==> src/rtl/deglitcher.sv <==
// Input qualifier: a level change is committed only after a run of matching enabled samples.
// Optional DEGLITCHER_SYNC_EN puts a two-flop synchronizer in front of the qualifier.
module deglitcher #(
    parameter int count      = 4,
    parameter int high_count = count,
    parameter int low_count  = count
) (
    input  logic clock,
    input  logic reset,
    input  logic enable,
    input  logic in,
    output logic out,
    output logic valid,
    output logic rise,
    output logic fall,
    output logic glitch
);

    localparam int max_count = (high_count > low_count) ? high_count : low_count;
    localparam int counter_width = $clog2(max_count + 1);

    localparam logic [counter_width-1:0] high_thr = counter_width'(high_count);
    localparam logic [counter_width-1:0] low_thr  = counter_width'(low_count);

    typedef enum logic [2:0] {
        INIT,
        LOW,
        RISE_PEND,
        HIGH,
        FALL_PEND
    } state_t;

    state_t state, state_next;

    logic [counter_width-1:0] counter, counter_next;
    logic [counter_width-1:0] inc, start, cand, thr;
    logic target, target_next;
    logic out_next, valid_next, rise_next, fall_next, glitch_next;
    logic sample;

`ifdef DEGLITCHER_SYNC_EN
    logic sync_0, sync_1;

    always_ff @(posedge clock or posedge reset) begin
        if (reset) begin
            sync_0 <= 1'b0;
            sync_1 <= 1'b0;
        end else begin
            sync_0 <= in;
            sync_1 <= sync_0;
        end
    end

    assign sample = sync_1;
`else
    assign sample = in;
`endif

    assign inc   = counter + 1'b1;
    assign start = {{(counter_width-1){1'b0}}, enable};

    always_comb begin
        state_next  = state;
        counter_next = counter;
        target_next = target;
        out_next    = out;
        rise_next   = 1'b0;
        fall_next   = 1'b0;
        glitch_next = 1'b0;
        cand        = '0;
        thr         = sample ? high_thr : low_thr;

        unique case (state)
            INIT: begin
                // A new target level restarts the run with this cycle's sample.
                cand = (sample != target) ? start : (enable ? inc : counter);
                target_next = sample;
                if (cand == thr) begin
                    state_next   = sample ? HIGH : LOW;
                    counter_next = '0;
                    out_next     = sample;
                    rise_next    = sample;
                end else begin
                    counter_next = cand;
                end
            end
            LOW: begin
                if (sample) begin
                    if (start == high_thr) begin
                        state_next   = HIGH;
                        counter_next = '0;
                        out_next     = 1'b1;
                        rise_next    = 1'b1;
                    end else begin
                        state_next   = RISE_PEND;
                        counter_next = start;
                    end
                end
            end
            RISE_PEND: begin
                if (!sample) begin
                    state_next   = LOW;
                    counter_next = '0;
                    glitch_next  = 1'b1;
                end else if (enable) begin
                    if (inc == high_thr) begin
                        state_next   = HIGH;
                        counter_next = '0;
                        out_next     = 1'b1;
                        rise_next    = 1'b1;
                    end else begin
                        counter_next = inc;
                    end
                end
            end
            HIGH: begin
                if (!sample) begin
                    if (start == low_thr) begin
                        state_next   = LOW;
                        counter_next = '0;
                        out_next     = 1'b0;
                        fall_next    = 1'b1;
                    end else begin
                        state_next   = FALL_PEND;
                        counter_next = start;
                    end
                end
            end
            FALL_PEND: begin
                if (sample) begin
                    state_next   = HIGH;
                    counter_next = '0;
                    glitch_next  = 1'b1;
                end else if (enable) begin
                    if (inc == low_thr) begin
                        state_next   = LOW;
                        counter_next = '0;
                        out_next     = 1'b0;
                        fall_next    = 1'b1;
                    end else begin
                        counter_next = inc;
                    end
                end
            end
            default: begin
                state_next   = INIT;
                counter_next = '0;
                target_next  = 1'b0;
                out_next     = 1'b0;
            end
        endcase

        valid_next = (state_next == LOW) || (state_next == HIGH);
    end

    always_ff @(posedge clock or posedge reset) begin
        if (reset) begin
            state   <= INIT;
            counter <= '0;
            target  <= 1'b0;
            out     <= 1'b0;
            valid   <= 1'b0;
            rise    <= 1'b0;
            fall    <= 1'b0;
            glitch  <= 1'b0;
        end else begin
            state   <= state_next;
            counter <= counter_next;
            target  <= target_next;
            out     <= out_next;
            valid   <= valid_next;
            rise    <= rise_next;
            fall    <= fall_next;
            glitch  <= glitch_next;
        end
    end

endmodule

==> config.mk <==
export PLATFORM = sky130hd
export DESIGN_NAME = deglitcher
export DESIGN_NICKNAME = d
export VERILOG_FILES = /design/src/rtl/deglitcher.sv
export SDC_FILE = /design/constraint.sdc
export NUM_CORES = 1
export LEC_CHECK = 0
export CAP_MARGIN = 20
export CORE_AREA = 2 2 52 54
export CTS_CLUSTER_DIAMETER = 120
export DETAILED_ROUTE_END_ITERATION = 10
export DIE_AREA = 0 0 54 56
export GPL_TIMING_DRIVEN = 0
export SKIP_CTS_REPAIR_TIMING = 1
export SLEW_MARGIN = 20
export SYNTH_ARGS = -nofsm -noshare
export SYNTH_HDL_FRONTEND = slang
export SYNTH_SLANG_ARGS = --single-unit
==> constraint.sdc <==
create_clock -name clock -period 1.5 [get_ports clock]
set_input_delay 0.3 -clock clock [delete_from_list [all_inputs] [get_ports clock]]
set_output_delay 0.3 -clock clock [all_outputs]
set_load 0.03 [all_outputs]
[Yosys cells after proc, flatten, opt, wreduce, memory -nomap -nowiden]
Index checks and enable logic that the tools add are counted.
Storage, ports and cells
  input port bits: 4
  output and inout bits: 5
  flip-flop bits (word level): 12
Operators by class
  bitwise logic cells: 1
  equality and inequality tests: 18
  mux-type cells: 40
  reductions and logical operators: 6
  add/sub/neg operators: 1
Operators by type and width (number)
  two-way mux 3 bit: 18
  case mux 3 bit (5 select lines): 2
  != test 2 bit (second input constant): 9
  two-way mux 1 bit: 15
  equality test 3 x 2 -> 1 bit (second input constant): 3
  equality test 3 bit (second input constant): 3
  AND reduction 8 bit: 1
  equality test 3 x 1 -> 1 bit (second input constant): 2
  case mux 1 bit (2 select lines): 3
  case mux 1 bit (4 select lines): 1
  OR reduction 4 bit: 1
  adder 3 x 1 -> 3 bit (second input constant): 1
  logical NOT 3 bit: 1
  two-way mux 2 bit: 1
  AND reduction 2 bit: 1
  OR reduction 2 bit: 1
  logical OR 1 bit: 1
  != test 1 bit: 1
  NOT 1 bit: 1

[Logic depth before layout (Yosys ltp)]
Gate-level depths: netlist (run 1).
  word-level depth: 8
  gate-level depth with buffers: 6

[Worst setup path before layout (run 1)]
OpenSTA, ideal clock, no wires.
  kind: register -> register
  from: reg counter[0]
  to: reg out
  period minus slack after synthesis: 1.650 ns
  buffers on the path: 0
  stages on the path, launching flop included: 6
  path slack: -0.150 ns
  required time: 1.374 ns
  data arrival time: 1.524 ns
  cells stage by stage: dfrtp_1 -> ha_1 -> and3b_1 -> o2111ai_2 -> o22ai_2 -> a311o_1
Between the ends
  longest elaborated chain between the ends: 6
  elaborated cells on any way between the ends: 9
  those cells by class: add/sub (1); eq/ne (5); mux (2); reduce/logical (1)
Ends and longest elaborated chain
  from (decl): line 35  | logic [counter_width-1:0] counter, counter_next;
  from (signal assigned): line 168  | counter <= counter_next;
  adder 3 x 1 -> 3 bit: line 59  | assign inc = counter + 1'b1;
  two-way mux 3 bit (2 in series): line 76  | cand = (sample != target) ? start : (enable ? inc : counter);
  equality test 3 bit: line 78  | if (cand == thr) begin
  != test 2 bit (no line)
  AND reduction 8 bit (no line) (*)
  to (signal assigned): line 170  | out <= out_next;
  to (decl): line 12  | output logic out,
Every way passes the cells marked *; elsewhere a longest branch is shown, timed or not.
A chain may end at the register's enable or synchronous reset.

[Final worst setup path (run 1)]
Ends and elaborated chain as after synthesis.

==> flow_summary.yaml, run 1 <==
run_status:
  status: "finished with violations"
  violations: "setup timing"
power_and_ir_drop:
  irDropWorstVdd_v: 0.0008808
  pwr_density_cell_nw_per_um2: 1606
  p_sw_frac: 0.4550
  p_clk_frac: 0.100
  power_leakage_nw: 0.6008
  switching_power_uw: 922.7
  p_total_mw: 2.028
  pwr-share-seq: 0.245
  pwr-share-comb: 0.654
  intPower_mw: 1.105
cells_and_area:
  diodes: 0
  area_delta_synth_final_pct: 35.07
  finish.instance_area_um2: 1262
  drive_gt1_frac: 0.3333
  nets: 138
  final_util: 0.5190
  final-instance-count-excl-fill: 159
placed_design:
  gp_congestion: 0.9189
  place_area_um2: 1055
  port_buffers: 8
  post-place-cells: 149
  dp_hpwl_um: 1651
critical_path:
  crit_fanout: 6
  worstPathRequired_ps: 1670
  slowest_stage: "dfrtp_2"
  cpMostUsedCell: "buf_4"
  timing.reg2reg.setup_slack_ps: -180
  cp-end-kind: "flop"
  critPathArrivalTime_ps: 1840
  path_buf_inv: 2
  startpoint_type: "flop"
  cpLargestDelayFamily: "compound AO/OA/AOI/OAI gates"
  crit_type: "reg -> reg"
  cp_slowest_stage_delay_ps: 460
  crit_chain: "buf_4 > buf_4 > and3b_1 > o2111ai_4 > o22ai_2 > a311o_1"
synth:
  synth_top_cell_by_area: "dfrtp_1"
  avgSynthCellArea_um2: 8.420
  synthArstFlopShare: 1.000
  ys_warn_count: 0
  yosysUniqueCellTypes: 41
  yosysMostFrequentCell: "dfrtp_1"
  synthTopCellsByArea: "dfrtp_1, a21oi_1, nand3_1, ha_1, buf_2"
  synth_ff_type: "dfrtp_1"
  netlist_area_um2: 934.6
  synth_common_cells: "dfrtp_1, a21oi_1, nand3_1, buf_2"
  synth.yosys.seq_area_share: 0.3213
  ys_seq_elements: 12
  synth_top_area_share: 0.3213
  synth_edf_count: 0
  synthCells: 111
  synth_nets: 118
hold_path:
  hold_class: "in -> async"
sta:
  rsz0062_at_grt: "yes"
  timing_hold_violations_final: 0
  slew_viol_final: 0
  fin_tns_setup_ps: -370.6
  setup_viol: 6
  worst_slew_pin_slew_ps: 467.2
  finClkSkew_ps: 5.572
  fin_crit_sh: 1.117
  layout_setup_ws_ps: -175.9
  layout_min_cycle_time_ps: 1676
  fmax_ghz: 0.5967
  max_slew_margin: 0.6882
die:
  pin_count: 9
  dieArea_um2: 3024
  row_count: 18
  initial_core_util: 0.3843
  die_x_um: 54
  die_y_um: 56
  core_region_area_um2: 2432
cts:
  clock_latency_ps: 280
  cts-root-buf: "clkbuf_4"
  cts_sinks: 12
  cts_max_level: 1
  clkTransAtPathRegs_ps: 80
  cts_tree: "yes"
  numCtsBuffers: 3
  clockBufferDepth: 2
global_routing:
  grt_max_degree: 13
  grt_pass1_vias: 774
  gr-usage-all-layers: 0.1683
  antenna_found_initial: 0
  grt_pass1_wl_um: 3781
  grt_overflow: 0
route:
  ant_nets: 0
  post_drt_wl_per_cell_um: 15.64
  drcViolationCount: 0
  num_vias: 925
  vias_per_cell: 5.818
  met3WireLength_um: 194
  highest_layer: "met4"
  drt_wl_total_um: 2487
  wl_met1_um: 1077
  drtPass1Iterations: 4
  wl_met2_um: 1194
  drt-initial-drc-count: 38
job:
  maxCapViolations: 0
[layout by cell type, fill, tap and decap left out, types with 3 or more instances in the layout]
cell type       instances
nand3b_1                3
dfrtp_1                10
nand3_1                 7
dlymetal6s2s_1          7
nor2_1                  3
buf_2                   4
o21ai_0                 3
o21ai_1                 7
inv_1                   6
o221ai_1                3
nand2_1                 4
buf_4                   8
clkbuf_4                6
a21oi_1                 8
[power groups by stage]
stage                     clock network [mW]  logic (mW)  registers (mW)
final                                  0.203        1.33           0.498
after global routing                   0.232        1.43           0.510
after CTS                              0.211        1.01           0.494
after detailed placement                   0        1.01           0.501
after global placement                     0       0.998           0.496
after floorplan                            0       0.716           0.536
[layout make-up]
class,count,area [µm²]
Fill cell,228,1170
Multi-Input combinational cell,83,660.6
Sequential cell,12,302.8
Timing Repair Buffer,15,150.1
Buffer,10,66.31
Tap cell,30,37.54
Clock buffer,3,22.52
Inverter,6,22.52
[kinds of logic after synthesis]
group           Yosys count  share of synthesized area
simple gates             42                     0.2597
compound gates           36                     0.2691
buf+inv                  16                    0.08166
flops                    12                     0.3213
fa+ha+maj                 3                    0.04016
xor+xnor                  1                    0.01741
mux                       1                    0.01071
[state kept, by name, indices dropped and copies added (netlist names)]
register,cells
counter,3
state,3
fall,1
glitch,1
out,1
rise,1
target,1
valid,1
[per-stage QoR]
stage	worst slack [ps]	hold slack, ps
global placement	-381.1	531.4
CTS	-317.0	355.8
floorplan	-93.03	164.7
finish	-175.9	329.8
global route	-210.0	383.9
detailed placement	-391.1	532.7
[worst reg2reg max path: stages, from the launching register on]
cell and delay [ps]:
dfrtp_2 460, buf_4 150, buf_4 130, and3b_1 200
o2111ai_4 230, o22ai_2 120, a311o_1 270
[layer usage]
metal | track usage | vias up
met5 | 0 | -
met4 | 0.05714 | 0
met3 | 0.05376 | 2
met2 | 0.2404 | 40
li1 | - | 452
met1 | 0.2351 | 431
[path summary, 6_finish.rpt]
path                       startpoint    endpoint  cells past startpoint
setup / recovery           counter[0]         out                      6
max in group asynchronous       reset  counter[0]                      2
hold / removal                  reset    state[2]                      2
min in group clock             enable        fall                      3
setup reg to reg           counter[0]         out                      6
hold reg to reg                   out         out                      1
No activity file was read; power rests on OpenSTA's default activity.
==> inputs of run 2 (changes only) <==
- ABC_CLOCK_PERIOD_IN_PS: not set -> 1500
==> results of run 2 <==
Final layout, timing and power as in run 1 (identical DEF).
==> inputs of run 3 (changes only) <==
==> constraint.sdc (replaced) <==
create_clock -name clock -period 1.5 [get_ports clock]
set_input_delay 0.375 -clock clock [delete_from_list [all_inputs] [get_ports clock]]
set_output_delay 0.375 -clock clock [all_outputs]
set_load 0.03 [all_outputs]
==> run 3 against run 2 <==
  * The run still ends with setup timing left
  * Clock skew down 1.2 ps
  * Core utilization down 0.21 points
  * Cell area down 0.40%
  * Global-route usage unchanged
  * Fmax down 0.80%
  * Clock power down 2%
  * Sequential share of layout area up 0.095 points
  * First-iteration DRC count down 53%
  * Combinational power about the same
  * Cell count down 0.63%
  * Largest power group unchanged
==> flow_summary.yaml, run 3 (synthesis gave the netlist of run 1 again) <==
run_status:
  status: "finished with violations"
  violations: "setup timing"
power_and_ir_drop:
  p_clk_frac: 0.098
  irDropWorstVdd_v: 0.0007884
  pwr_density_cell_nw_per_um2: 1608
  intPower_mw: 1.107
  pwr-share-comb: 0.655
  p_sw_frac: 0.4527
  pwr-share-seq: 0.247
  power_leakage_nw: 0.5966
  switching_power_uw: 915.5
sta:
  max_slew_margin: 0.6856
  timing_hold_violations_final: 0
  worst_slew_pin_slew_ps: 471.1
  layout_setup_ws_ps: -189.5
  rsz0062_at_grt: "yes"
  slew_viol_final: 0
  finClkSkew_ps: 4.400
  fin_tns_setup_ps: -271.4
  fin_crit_sh: 1.126
  fmax_ghz: 0.5919
  setup_viol: 4
  layout_min_cycle_time_ps: 1689
critical_path:
  critPathArrivalTime_ps: 1850
  startpoint_type: "flop"
  timing.reg2reg.setup_slack_ps: -190
  cp-end-kind: "flop"
  cp_slowest_stage_delay_ps: 450
  crit_chain: "buf_4 > buf_4 > and3b_1 > o2111ai_4 > o22ai_2 > a311o_1"
  reg2reg_to: "out"
  ff2ff_path_depth: 6
  slowest_stage: "dfrtp_2"
  crit_fanout: 6
  worstPathRequired_ps: 1660
  crit_type: "reg -> reg"
  rr_startpoint: "counter[0]"
  cpMostUsedCell: "buf_4"
route:
  post_drt_wl_per_cell_um: 15.34
  drt_wl_total_um: 2424
  drt-initial-drc-count: 18
  ant_nets: 0
  vias_per_cell: 5.835
  drtPass1Iterations: 4
  drcViolationCount: 0
  num_vias: 922
cts:
  clkTransAtPathRegs_ps: 70
  numCtsBuffers: 3
  cts_max_level: 1
  clock_latency_ps: 270
  cts_tree: "yes"
  clockBufferDepth: 2
  cts_sinks: 12
  cts-root-buf: "clkbuf_4"
global_routing:
  antenna_found_initial: 0
  gr-usage-all-layers: 0.1683
  grt_overflow: 0
  grt_pass1_vias: 774
  grt_pass1_wl_um: 3781
  grt_max_degree: 13
cells_and_area:
  final_cell_mix: "dfrtp_1, nand3_1, a21oi_1"
  drive_gt1_frac: 0.3281
  finish.instance_area_um2: 1257
  final_common_cell: "dfrtp_1"
  top_regs: "counter (3), state (3)"
  diodes: 0
  nets: 137
  final_util: 0.5170
  final-instance-count-excl-fill: 158
  regArea_um2: 302.8
  area_delta_synth_final_pct: 34.54
  n_fill_cell: 230
  multi_input_comb_area_um2: 665.6
die:
  die_y_um: 56
  die_x_um: 54
  initial_core_util: 0.3843
  dieArea_um2: 3024
  row_count: 18
  pin_count: 9
  core_region_area_um2: 2432
hold_path:
  hold_class: "in -> async"
placed_design:
  gp_congestion: 0.9189
  dp_hpwl_um: 1651
  place_area_um2: 1055
  port_buffers: 8
  post-place-cells: 149
job:
  maxCapViolations: 0
## run 3: metal layers
layer | vias to the layer above | GRT usage | wire (µm)
met1 | 437 | 0.2351 | 1055
met5 | - | 0 | 0
met2 | 32 | 0.2404 | 1177
met4 | 0 | 0.05714 | 38
met3 | 6 | 0.05376 | 152
li1 | 447 | - | -
## run 3: critical path: cells and delay by family (launching register included)
kind | cells | cell delay [ps]
simple gates | 1 | 200
buf+inv | 2 | 280
flops | 1 | 450
compound gates | 3 | 640
## run 3: area by class of cell
type | instances | share of cell area
sequential | 12 | 0.2408
tap | 30 | 0.02985
clock buffer | 3 | 0.01791
timing repair buffer | 14 | 0.1134
multi-input combinational | 83 | 0.5294
inverter | 6 | 0.01791
buffer | 10 | 0.05075
## run 3: worst max-delay path by stage
stage          startpoint         end  slack (ps)  cells past startpoint
2_1_floorplan  counter[0]         out         -90                      5
3_3_place_gp       enable  counter[1]        -460                      6
3_5_place_dp       enable         out        -470                      6
4_1_cts        counter[0]         out        -320                      6
5_1_grt        counter[0]         out        -220                      6
6_report       counter[0]         out        -190                      6
## run 3: power groups by stage
stage | sequential [mW] | combinational, mW | clock (mW)
finish | 0.499 | 1.33 | 0.198
CTS | 0.494 | 1.01 | 0.211
global route | 0.512 | 1.43 | 0.232
floorplan | 0.536 | 0.716 | 0
global placement | 0.496 | 0.998 | 0
detailed placement | 0.501 | 1.01 | 0
## run 3: metrics by stage
stage	hold WS [ps]	setup slack (ps)	power (mW)
after CTS	430.8	-317.0	1.718
after global routing	458.9	-224.0	2.178
after global placement	531.4	-456.1	1.494
after floorplan	239.7	-93.03	1.252
after detailed placement	532.7	-466.1	1.510
final	412.8	-189.5	2.022
